`src/rtl/avfs_pkg.sv`:
```
// Shared types and constants for the AVFS frequency path.
// The level type is common to avfs_controller and avfs_freq_stepper.
package avfs_pkg;

   localparam int unsigned LEVEL_W   = 4;
   localparam int unsigned MAX_LEVEL = 15;

   typedef logic [LEVEL_W-1:0] level_t;

   typedef enum logic [1:0] {
      IDLE,
      WAIT_EDGE,
      SETTLE
   } step_state_t;

   // Divider reload for a level: period is MAX_LEVEL + 1 - lvl cycles.
   function automatic level_t reload_value(input level_t lvl);
      return level_t'(MAX_LEVEL) - lvl;
   endfunction

endpackage

```
`src/rtl/avfs_clk_div.sv`:
```
// Programmable down-counter producing a registered clock-enable pulse.
// The reload uses the level being applied on the same edge as the boundary.
module avfs_clk_div
   import avfs_pkg::*;
#(
   parameter int unsigned RESET_LEVEL = 0
) (
   input  logic   clk,
   input  logic   rst_n,
   input  level_t next_level_i,
   output logic   clk_en_o,
   output logic   boundary_o
);

   level_t div_cnt_q, div_cnt_d;
   logic   clk_en_q;

   assign boundary_o = (div_cnt_q == '0);
   assign clk_en_o   = clk_en_q;

   always_comb begin
      div_cnt_d = div_cnt_q - level_t'(1);
      if (boundary_o) begin
         div_cnt_d = reload_value(next_level_i);
      end
   end

   always_ff @(posedge clk or negedge rst_n) begin
      if (!rst_n) begin
         div_cnt_q <= reload_value(level_t'(RESET_LEVEL));
         clk_en_q  <= 1'b0;
      end else begin
         div_cnt_q <= div_cnt_d;
         clk_en_q  <= boundary_o;
      end
   end

endmodule

```
`src/rtl/avfs_freq_stepper.sv`:
```
// Slews the applied frequency level toward the requested target one step at a
// time, stepping only on divider boundaries and settling after each step.
module avfs_freq_stepper
   import avfs_pkg::*;
#(
   parameter int unsigned SETTLE_CYCLES = 16,
   parameter int unsigned RESET_LEVEL   = 0
) (
   input  logic               clk,
   input  logic               rst_n,
   input  logic [LEVEL_W-1:0] freq_sel_i,
   output logic               clk_en_o,
   output logic [LEVEL_W-1:0] cur_level_o,
   output logic               busy_o,
   output logic               step_done_o
);

   localparam logic [7:0] SettleLoad = 8'(SETTLE_CYCLES - 1);

   step_state_t state_q, state_d;
   level_t      tgt_q;
   level_t      level_q, level_d;
   logic [7:0]  settle_cnt_q, settle_cnt_d;
   logic        step_done_q, step_done_d;
   logic        boundary;

   avfs_clk_div #(
      .RESET_LEVEL (RESET_LEVEL)
   ) u_clk_div (
      .clk          (clk),
      .rst_n        (rst_n),
      .next_level_i (level_d),
      .clk_en_o     (clk_en_o),
      .boundary_o   (boundary)
   );

   always_comb begin
      state_d      = state_q;
      level_d      = level_q;
      settle_cnt_d = settle_cnt_q;
      step_done_d  = 1'b0;
      unique case (state_q)
         IDLE: begin
            if (tgt_q != level_q) begin
               state_d = WAIT_EDGE;
            end
         end
         WAIT_EDGE: begin
            // Target may have moved back onto the current level: abort quietly.
            if (tgt_q == level_q) begin
               state_d = IDLE;
            end else if (boundary) begin
               level_d      = (tgt_q > level_q) ? level_q + level_t'(1)
                                                : level_q - level_t'(1);
               settle_cnt_d = SettleLoad;
               state_d      = SETTLE;
            end
         end
         SETTLE: begin
            if (settle_cnt_q == '0) begin
               state_d     = IDLE;
               step_done_d = 1'b1;
            end else begin
               settle_cnt_d = settle_cnt_q - 8'd1;
            end
         end
         default: state_d = IDLE;
      endcase
   end

   always_ff @(posedge clk or negedge rst_n) begin
      if (!rst_n) begin
         state_q      <= IDLE;
         tgt_q        <= level_t'(RESET_LEVEL);
         level_q      <= level_t'(RESET_LEVEL);
         settle_cnt_q <= '0;
         step_done_q  <= 1'b0;
      end else begin
         state_q      <= state_d;
         tgt_q        <= freq_sel_i;
         level_q      <= level_d;
         settle_cnt_q <= settle_cnt_d;
         step_done_q  <= step_done_d;
      end
   end

   assign cur_level_o = level_q;
   assign busy_o      = (state_q != IDLE);
   assign step_done_o = step_done_q;

endmodule

```
`config.mk`:
```
export PLATFORM = sky130hd
export DESIGN_NAME = avfs_freq_stepper
export DESIGN_NICKNAME = d
export VERILOG_FILES = /design/src/rtl/avfs_pkg.sv /design/src/rtl/avfs_clk_div.sv /design/src/rtl/avfs_freq_stepper.sv
export SDC_FILE = /design/constraint.sdc
export NUM_CORES = 1
export LEC_CHECK = 0
export BUFFER_PORTS_ARGS = -buffer_cell sky130_fd_sc_hd__buf_2
export CORE_MARGIN = 10
export CORE_UTILIZATION = 64
export CTS_BUF_LIST = sky130_fd_sc_hd__clkbuf_4
export DETAILED_ROUTE_END_ITERATION = 8
export PLACE_DENSITY = 0.86
export SLEW_MARGIN = 20
export SYNTH_ARGS = -nofsm -noshare
export SYNTH_HDL_FRONTEND = slang
export SYNTH_HIERARCHICAL = 1
export SYNTH_SLANG_ARGS = --single-unit
```
`constraint.sdc`:
```
create_clock -name clk -period 5.4 [get_ports clk]
set_input_delay 0.27 -clock clk [delete_from_list [all_inputs] [get_ports clk]]
set_output_delay 0.27 -clock clk [all_outputs]
set_load 0.01 [all_outputs]
```
==> out/results.md, run 1 <==
| Result | Value |
| --- | --- |
| Post-synthesis sequential area ratio | 0.5057 |
| Overall routing resource usage | 0.1130 |
| Worst setup path startpoint | cur_level_o[1] |
| Total gr overflow | 0 |
| Critical path arrival | 3370 ps |
| Max H-tree Level | 1 |
| Prevailing post-synth register cell | dfrtp_1 |
| Antenna violation net count after detailed routing | 0 |
| Crit start category | flip-flop |
| Outcome | complete, no violations |
| Placeable core area | 1745 µm² |
| Maximum number of buffers from clock root to sink | 2 |
| Average wire per cell in the routed design | 14.03 µm |
| Register-to-Register Path Depth | 14 |
| Vias in the first global route | 882 |
| Number of clock sinks seen by CTS | 24 |
| Distinct cell type count after synthesis | 32 |
| Post-DP HPWL | 1700 µm |
| Global routing met1 resource utilization | 0.1125 |
| Root buffer cell | clkbuf_4 |
| Max_slew headroom | 0.4906 |
| Placer's final routability congestion estimate | 0.7946 |
| Met3 usage in global routing | 0.03004 |
| Peak fanout along the critical path | 4 |
| Worst hold path startpoint | freq_sel_i[1] |
| Hold path cells | 1 |
| Met2 track demand over resource | 0.2183 |
| Number of synthesized flops with an enable pin | 0 |
| Number of optimization iterations in the first detailed-route pass | 4 |
| Average size of a mapped cell | 10.60 µm² |
| Number of design rule violations left after detail routing | 0 |
| Internal reg-to-reg setup slack | 2270 ps |
| Hold Fails Final Rpt | 0 |
| Busiest layer in global routing | met2 |
| Via density per instance | 5.288 |
| Post-Place Cell Area | 1274 µm² |
| Setup repair after global routing missed its margin | no |
| Final-report setup violation count | 0 |
| Num CTS Buffers | 3 |
| Required time reported for the critical path endpoint | 5630 ps |
| Final wirelength | 2146 µm |
| Die height | 63.26 µm |
| Min-Delay Endpoint | tgt_q[1] |
| Number of nets at the end of the flow | 144 |
| Clock tree from TritonCTS | done |
| Fill cells | 142 |
| #FFs+latches synth | 24 |
| Starting density of the core | 0.6860 |
| Critical R2R Capture | u_clk_div/div_cnt_q[3] |
| Highest achievable clock rate | 319.1 MHz |
| Vias | 809 |
| Instance count of the mapped netlist | 113 |
| Part of the cycle the worst path needs | 0.5803 |
| Chip width | 63.26 µm |
| Count of buffers inserted at the top-level ports | 12 |
| Design Area, Final | 1314 µm² |
| Power density cells | 499.4 nW/µm² |
| Final Slew Violations | 0 |
| Post-layout utilization of the core | 0.7527 |
| Critical path capture point type | flip-flop |
| Initial drt markers | 6 |
| Number of I/O pins | 13 |
| Sum of negative setup slack | 0 ps |
| CP Class | reg -> reg |
| Slew at the pin with the worst max-slew slack | 759.9 ps |
| Maximum number of pins on one net before global-route repair | 25 |
| Worst reg2reg path startpoint | cur_level_o[1] |
| FP Rows | 15 |
| Reported leakage power | 0.6310 nW |
| Clock period minus worst slack | 3134 ps |
| Fraction of layout instances using a drive strength above 1 | 0.2109 |
| Initial antenna violation count | 0 |
| Worst vdd ir | 0.3179 mV |
| Clock slew at reported path FFs | 120 ps |
| Antenna cell count | 0 |
| Post CTS Setup Buffer Count | 0 |
| Share of flip-flops with an asynchronous set or reset after synthesis | 1.000 |
| Synthesis-to-finish area growth | 9.718% |
| Worst min-delay path category | in -> reg |
| Total number of yosys warnings | 6 |
| Die outline area | 4001 µm² |
| Fin Clk Skew | 6.661 ps |
| Clock latency of the later-clocked register in the worst-skew pair | 300 ps |
| Number of nets in the synthesized netlist | 128 |
| Global-route wire length before repair | 3767 µm |
| Number of maximum-capacitance constraint violations | 0 |
| Netlist area before placement | 1197 µm² |
critical path, cell delays in order (launching register included):
cell and delay, ps:
dfrtp_1 450, inv_1 80, ha_1 310, a21oi_1 70, o21ai_0 310, nand2_1 180
ha_1 320, a21oi_1 160, nor2b_1 70, or3b_2 430, mux2i_1 180, xnor2_1 160
nand2_1 80, a21oi_1 190, nor3_2 50
flip-flops by register name (all words and copies together) (netlist names):
register	flops
tgt_q	4
u_clk_div/div_cnt_q	4
state_q	2
cur_level_o	4
u_clk_div/clk_en_o	1
settle_cnt_q	8
step_done_o	1
power by group:
part | internal [W] | switching, W | total [W]
registers | 0.000242 | 0.0000494 | 0.000292
logic | 0.000128 | 0.000155 | 0.000283
clock network | 0.0000338 | 0.0000480 | 0.0000817
total | 0.000404 | 0.000252 | 0.000656
synth_stat cells (all sizes together), types with 2 or more instances:
cell	instances	area (µm²)
a31oi	3	18.77
xor2	6	52.55
nand4	2	12.51
a21oi	7	35.03
ha	8	100.1
or2	2	15.02
mux2i	2	20.02
nand2	8	30.03
and3	2	12.51
o21ai	4	20.02
nor3	4	30.03
nor2	13	48.80
inv	11	41.29
a211oi	2	15.01
dfrtp	20	500.5
nor3b	2	26.28
nor2b	2	12.51
dfstp	4	105.1
area by class of cell:
cell class / instances / area [µm²] / share of cell area
clock buffers: 4 / 30.03 / 0.02286
inverters: 11 / 41.29 / 0.03143
multi-input cells: 76 / 535.5 / 0.4076
flip-flops and latches: 24 / 605.6 / 0.4610
well taps: 25 / 31.28 / 0.02381
repair buffers: 13 / 70.07 / 0.05333
kinds of logic (layout without fill, tap and decap cells):
kind of cell | Yosys count | count (layout) | share of synthesized area
flip-flops | 24 | 24 | 0.5057
multiplexers | 3 | 3 | 0.02612
AND/OR/NAND/NOR | 40 | 40 | 0.1860
adder cells (fa/ha/maj) | 9 | 9 | 0.1003
XOR/XNOR | 7 | 7 | 0.05120
buffers and inverters | 13 | 28 | 0.04702
AO/OA/AOI/OAI | 17 | 17 | 0.08359
per-layer routing:
| metal | part of all wire | wire length [µm] |
|---|---|---|
| met5 | 0 | 0 |
| met4 | 0.0056 | 12 |
| met3 | 0.029 | 62 |
| met2 | 0.55 | 1187 |
| met1 | 0.41 | 883 |
worst max-delay path by stage:
stage	end	cells past startpoint
floorplan	u_clk_div/div_cnt_q[3]	14
global placement	u_clk_div/div_cnt_q[3]	14
detailed placement	u_clk_div/div_cnt_q[3]	14
CTS	u_clk_div/div_cnt_q[3]	14
global route	u_clk_div/div_cnt_q[3]	14
finish	u_clk_div/div_cnt_q[3]	14
through the flow:
stage	worst slack (ps)	instances	total power [W]	hold slack, ps
after global placement	2465	148	0.0005565	264.3
after CTS	2274	153	0.0006605	55.41
after detailed placement	2312	148	0.0005766	272.7
after floorplan	2609	113	0.0004958	-25.59
final	2266	153	0.0006561	62.42
after global routing	2050	153	0.0007135	46.42
cell usage in the layout (no fill, tap or decap):
cell type and count:
dfstp_2 4, inv_1 11, or2_4 1, ha_1 8, nor2b_1 2, xnor2_1 1
nand2b_1 1, nand4_1 2, a211oi_1 2, a21oi_1 7, nor3_2 2, mux2i_1 2
o41a_1 1, fa_1 1, nor3_1 2, nor2_1 13, and3_1 2, or2_2 1
a31oi_1 3, nor3b_4 1, dfrtp_1 20, buf_2 12, nand3_1 1, clkbuf_4 4
or3b_2 1, o21ai_0 4, nor3b_1 1, dlygate4sd3_1 1, nand2_1 8, xor2_1 6
mux2_2 1, and4_1 1, or3_1 1
repair_timing:
item	CTS	global route
hold buffers	1	0
resized for setup	0	0
endpoints found under the hold margin	20	0
Power figures use the tool's default switching activity.
==> run 2: changes to the inputs <==
--- a/config.mk
+++ b/config.mk
@@ -7,10 +7,10 @@
 export LEC_CHECK = 0
 export BUFFER_PORTS_ARGS = -buffer_cell sky130_fd_sc_hd__buf_2
 export CORE_MARGIN = 10
-export CORE_UTILIZATION = 64
+export CORE_UTILIZATION = 54
 export CTS_BUF_LIST = sky130_fd_sc_hd__clkbuf_4
 export DETAILED_ROUTE_END_ITERATION = 8
-export PLACE_DENSITY = 0.86
+export PLACE_DENSITY = 0.77
 export SLEW_MARGIN = 20
 export SYNTH_ARGS = -nofsm -noshare
 export SYNTH_HDL_FRONTEND = slang
==> constraint.sdc (replaced) <==
create_clock -name clk -period 2.6 [get_ports clk]
set_input_delay 0.13 -clock clk [delete_from_list [all_inputs] [get_ports clk]]
set_output_delay 0.13 -clock clk [all_outputs]
set_load 0.01 [all_outputs]
==> run 2 against run 1 <==
Against the previous run:
- the run now ends with setup timing left
- count of clock-buffer cells in the layout shrank 1
- critical path depth did not move
- clock skew is 4.9 ps higher
- combinational power grew to 3.7 times the previous value
- via count rose by 20%
- power increased to 2.9 times the previous value
- wire length increased by 40%
- non-clock buffer count increased by 19
- largest cell class is now multi-input combinational cells
- largest power group is now combinational cells
==> out/results.md, run 2 (same netlist as run 1, synthesis figures left out) <==
| Result | Value | vs previous |
| --- | --- | --- |
| Reported leakage power | 0.7449 nW | +18% |
| Number of maximum-capacitance constraint violations | 0 | unchanged |
| Synthesis-to-finish area growth | 34.90% |  |
| FP Rows | 16 | +1 |
| Initial drt markers | 70 | +64 |
| Starting density of the core | 0.5864 | -0.09962 |
| Slew at the pin with the worst max-slew slack | 518.7 ps | -241.2 ps |
| Internal power of the cells | 0.001197 W | +200% |
| Critical path's largest stage delay | 400 ps | -50 ps |
| Reported net switching power | 0.0007206 W | +190% |
| Worst hold slack after final layout | 290.7 ps | +228.3 ps |
| Worst min-delay path category | in -> async |  |
| Number of optimization iterations in the first detailed-route pass | 6 | +2 |
| Fill cells | 114 | -20% |
| Post-layout utilization of the core | 0.7911 | +0.03837 |
| Clock period minus worst slack | 2649 ps | -484.3 ps |
| Outcome | finished with violations |  |
| Count of buffers inserted at the top-level ports | 12 | unchanged |
| Final wirelength | 3014 µm | +40% |
| Gate family responsible for the most delay along the worst path | simple AND/OR/NAND/NOR gates |  |
| Max_slew headroom | 0.6516 | +0.1609 |
| Hold Fails Final Rpt | 0 | unchanged |
| Fraction of layout instances using a drive strength above 1 | 0.4218 | +0.2108 |
| Maximum number of pins on one net before global-route repair | 25 | unchanged |
| Critical path arrival | 2900 ps | -470 ps |
| Internal reg-to-reg setup slack | -50 ps | -2320 ps |
| Maximum number of buffers from clock root to sink | 2 | unchanged |
| Clock slew at reported path FFs | 140 ps | +20 ps |
| Number of design rule violations left after detail routing | 0 | unchanged |
| Die height | 67.09 µm | +6.1% |
| Total Power | 0.001917 W | +190% |
| Highest achievable clock rate | 377.5 MHz | +18% |
| Clock tree from TritonCTS | done |  |
| Number of I/O pins | 13 | unchanged |
| Fin Clk Skew | 11.59 ps | +4.925 ps |
| Chip width | 67.09 µm | +6.1% |
| Register Area | 606.8 µm² | +0.21% |
| Placeable core area | 2042 µm² | +17% |
| Average wire per cell in the routed design | 17.32 µm | +23% |
| Power density cells | 1187 nW/µm² | +140% |
| Number of buffers and inverters on the critical path | 1 | unchanged |
| Antenna violation net count after detailed routing | 0 | unchanged |
| Die outline area | 4501 µm² | +12% |
| Cell with the largest stage delay on the worst path | dfrtp_1 |  |
| Root buffer cell | clkbuf_4 |  |
| Vias | 972 | +20% |
| Peak fanout along the critical path | 3 | -1 |
| Final Slew Violations | 0 | unchanged |
| Failing checks | setup timing |  |
| Setup repair after global routing missed its margin | yes |  |
| Num CTS Buffers | 3 | unchanged |
| CP Class | reg -> reg |  |
| Final setup margin | -49.25 ps | -2316 ps |
| Sum of negative setup slack | -49.25 ps | -49.25 ps |
| Global-route wire length before repair | 4181 µm | +11% |
| Biggest register | settle_cnt_q |  |
| Max H-tree Level | 1 | unchanged |
| Most used cells in the layout excluding fill and tap cells | dfrtp_1 (19), buf_4 (14), nor2_1 (13) |  |
| Initial antenna violation count | 0 | unchanged |
| Max FFs per register | 8 | unchanged |
| Sw frac | 0.3758 | -0.008119 |
| Part of the cycle the worst path needs | 1.019 | +0.4387 |
| Portion of total power attributed to sequential cells | 0.317 | -0.128 |
| Number of nets at the end of the flow | 163 | +13% |
| Clock latency of the later-clocked register in the worst-skew pair | 320 ps | +20 ps |
| Critical path capture point type | flip-flop |  |
| Antenna cell count | 0 | unchanged |
| Vias in the first global route | 914 | +3.6% |
| Crit start category | flip-flop |  |
| Cells along the critical path | inv_2 -> ha_4 -> nand2_2 -> o21ai_2 -> nand2_2 -> ha_4 -> a21oi_2 -> nor2b_1 -> or3b_4 -> mux2i_4 -> xnor2_2 -> nand2_1 -> a21oi_2 -> nor3_2 |  |
| Required time reported for the critical path endpoint | 2860 ps | -2770 ps |
| Total gr overflow | 0 | unchanged |
| Most common cell after layout, fill and taps aside | dfrtp_1 |  |
| Number of clock sinks seen by CTS | 24 | unchanged |
| Multi-input logic area | 654.4 µm² | +22% |
| Via density per instance | 5.586 | +5.6% |
| Post-DP HPWL | 1599 µm | -5.9% |
| Final-report setup violation count | 1 | +1 |
| Worst vdd ir | 0.8786 mV | +180% |
| Overall routing resource usage | 0.1181 | +0.005099 |
| Placer's final routability congestion estimate | 0.7929 | -0.21% |
| Clk network pwr share | 0.141 | +0.016 |
| Part of the power in combinational logic | 0.542 | +0.111 |
run 2: power groups by stage:
stage                     logic, W  clock network [W]  registers, W
after global routing       0.00114           0.000284      0.000619
after CTS                 0.000842           0.000271      0.000590
after global placement    0.000702                  0      0.000592
after detailed placement  0.000735                  0      0.000597
final                      0.00104           0.000270      0.000607
after floorplan           0.000455                  0      0.000614
run 2: worst paths after layout:
check | from | endpoint | cells after the start
max in group asynchronous | rst_n | u_clk_div/div_cnt_q[0] | 2
setup reg to reg | cur_level_o[2] | u_clk_div/div_cnt_q[3] | 14
min in group clk | freq_sel_i[2] | tgt_q[2] | 2
hold / removal | rst_n | u_clk_div/clk_en_o | 2
setup / recovery | cur_level_o[2] | u_clk_div/div_cnt_q[3] | 14
hold reg to reg | settle_cnt_q[2] | settle_cnt_q[2] | 1
run 2: what timing repair did:
| action | 4_1_cts | 5_1_grt |
|---|---|---|
| endpoints found under the hold margin | 24 | 0 |
| hold buffers | 5 | 0 |
| pin swaps | 6 | 11 |
| endpoints found under the setup margin | 1 | 3 |
| resized for setup | 4 | 14 |
| setup buffers | 4 | 5 |
run 2: layout make-up:
cell class,instances,share of cell area
Clock inverter,1,0.01859
Tap cell,27,0.02091
Multi-Input combinational cell,76,0.4051
Sequential cell,24,0.3757
Timing Repair Buffer,32,0.1402
Clock buffer,3,0.01394
Inverter,11,0.02556
run 2: metrics by stage:
step,setup slack (ps),cells,cell area (µm²)
final,-49.25,174,1615
after floorplan,5.413,113,1234
after CTS,-31.94,171,1534
after global placement,-24.68,158,1373
after detailed placement,-94.82,158,1373
after global routing,-150.3,174,1615
run 2: layer usage:
layer / track usage / routed length [µm] / vias to the layer above
li1: - / - / 446
met1: 0.1569 / 1194 / 464
met2: 0.1813 / 1467 / 43
met3: 0.02508 / 195 / 19
met4: 0.04615 / 157 / 0
met5: 0 / 0 / -
run 2: worst reg2reg max path: stages, from the launching register on:
cell and delay, ps:
dfrtp_1 400, inv_2 70, ha_4 280, nand2_2 50
o21ai_2 160, nand2_2 140, ha_4 240, a21oi_2 110
nor2b_1 60, or3b_4 380, mux2i_4 170, xnor2_2 150
nand2_1 130, a21oi_2 200, nor3_2 50
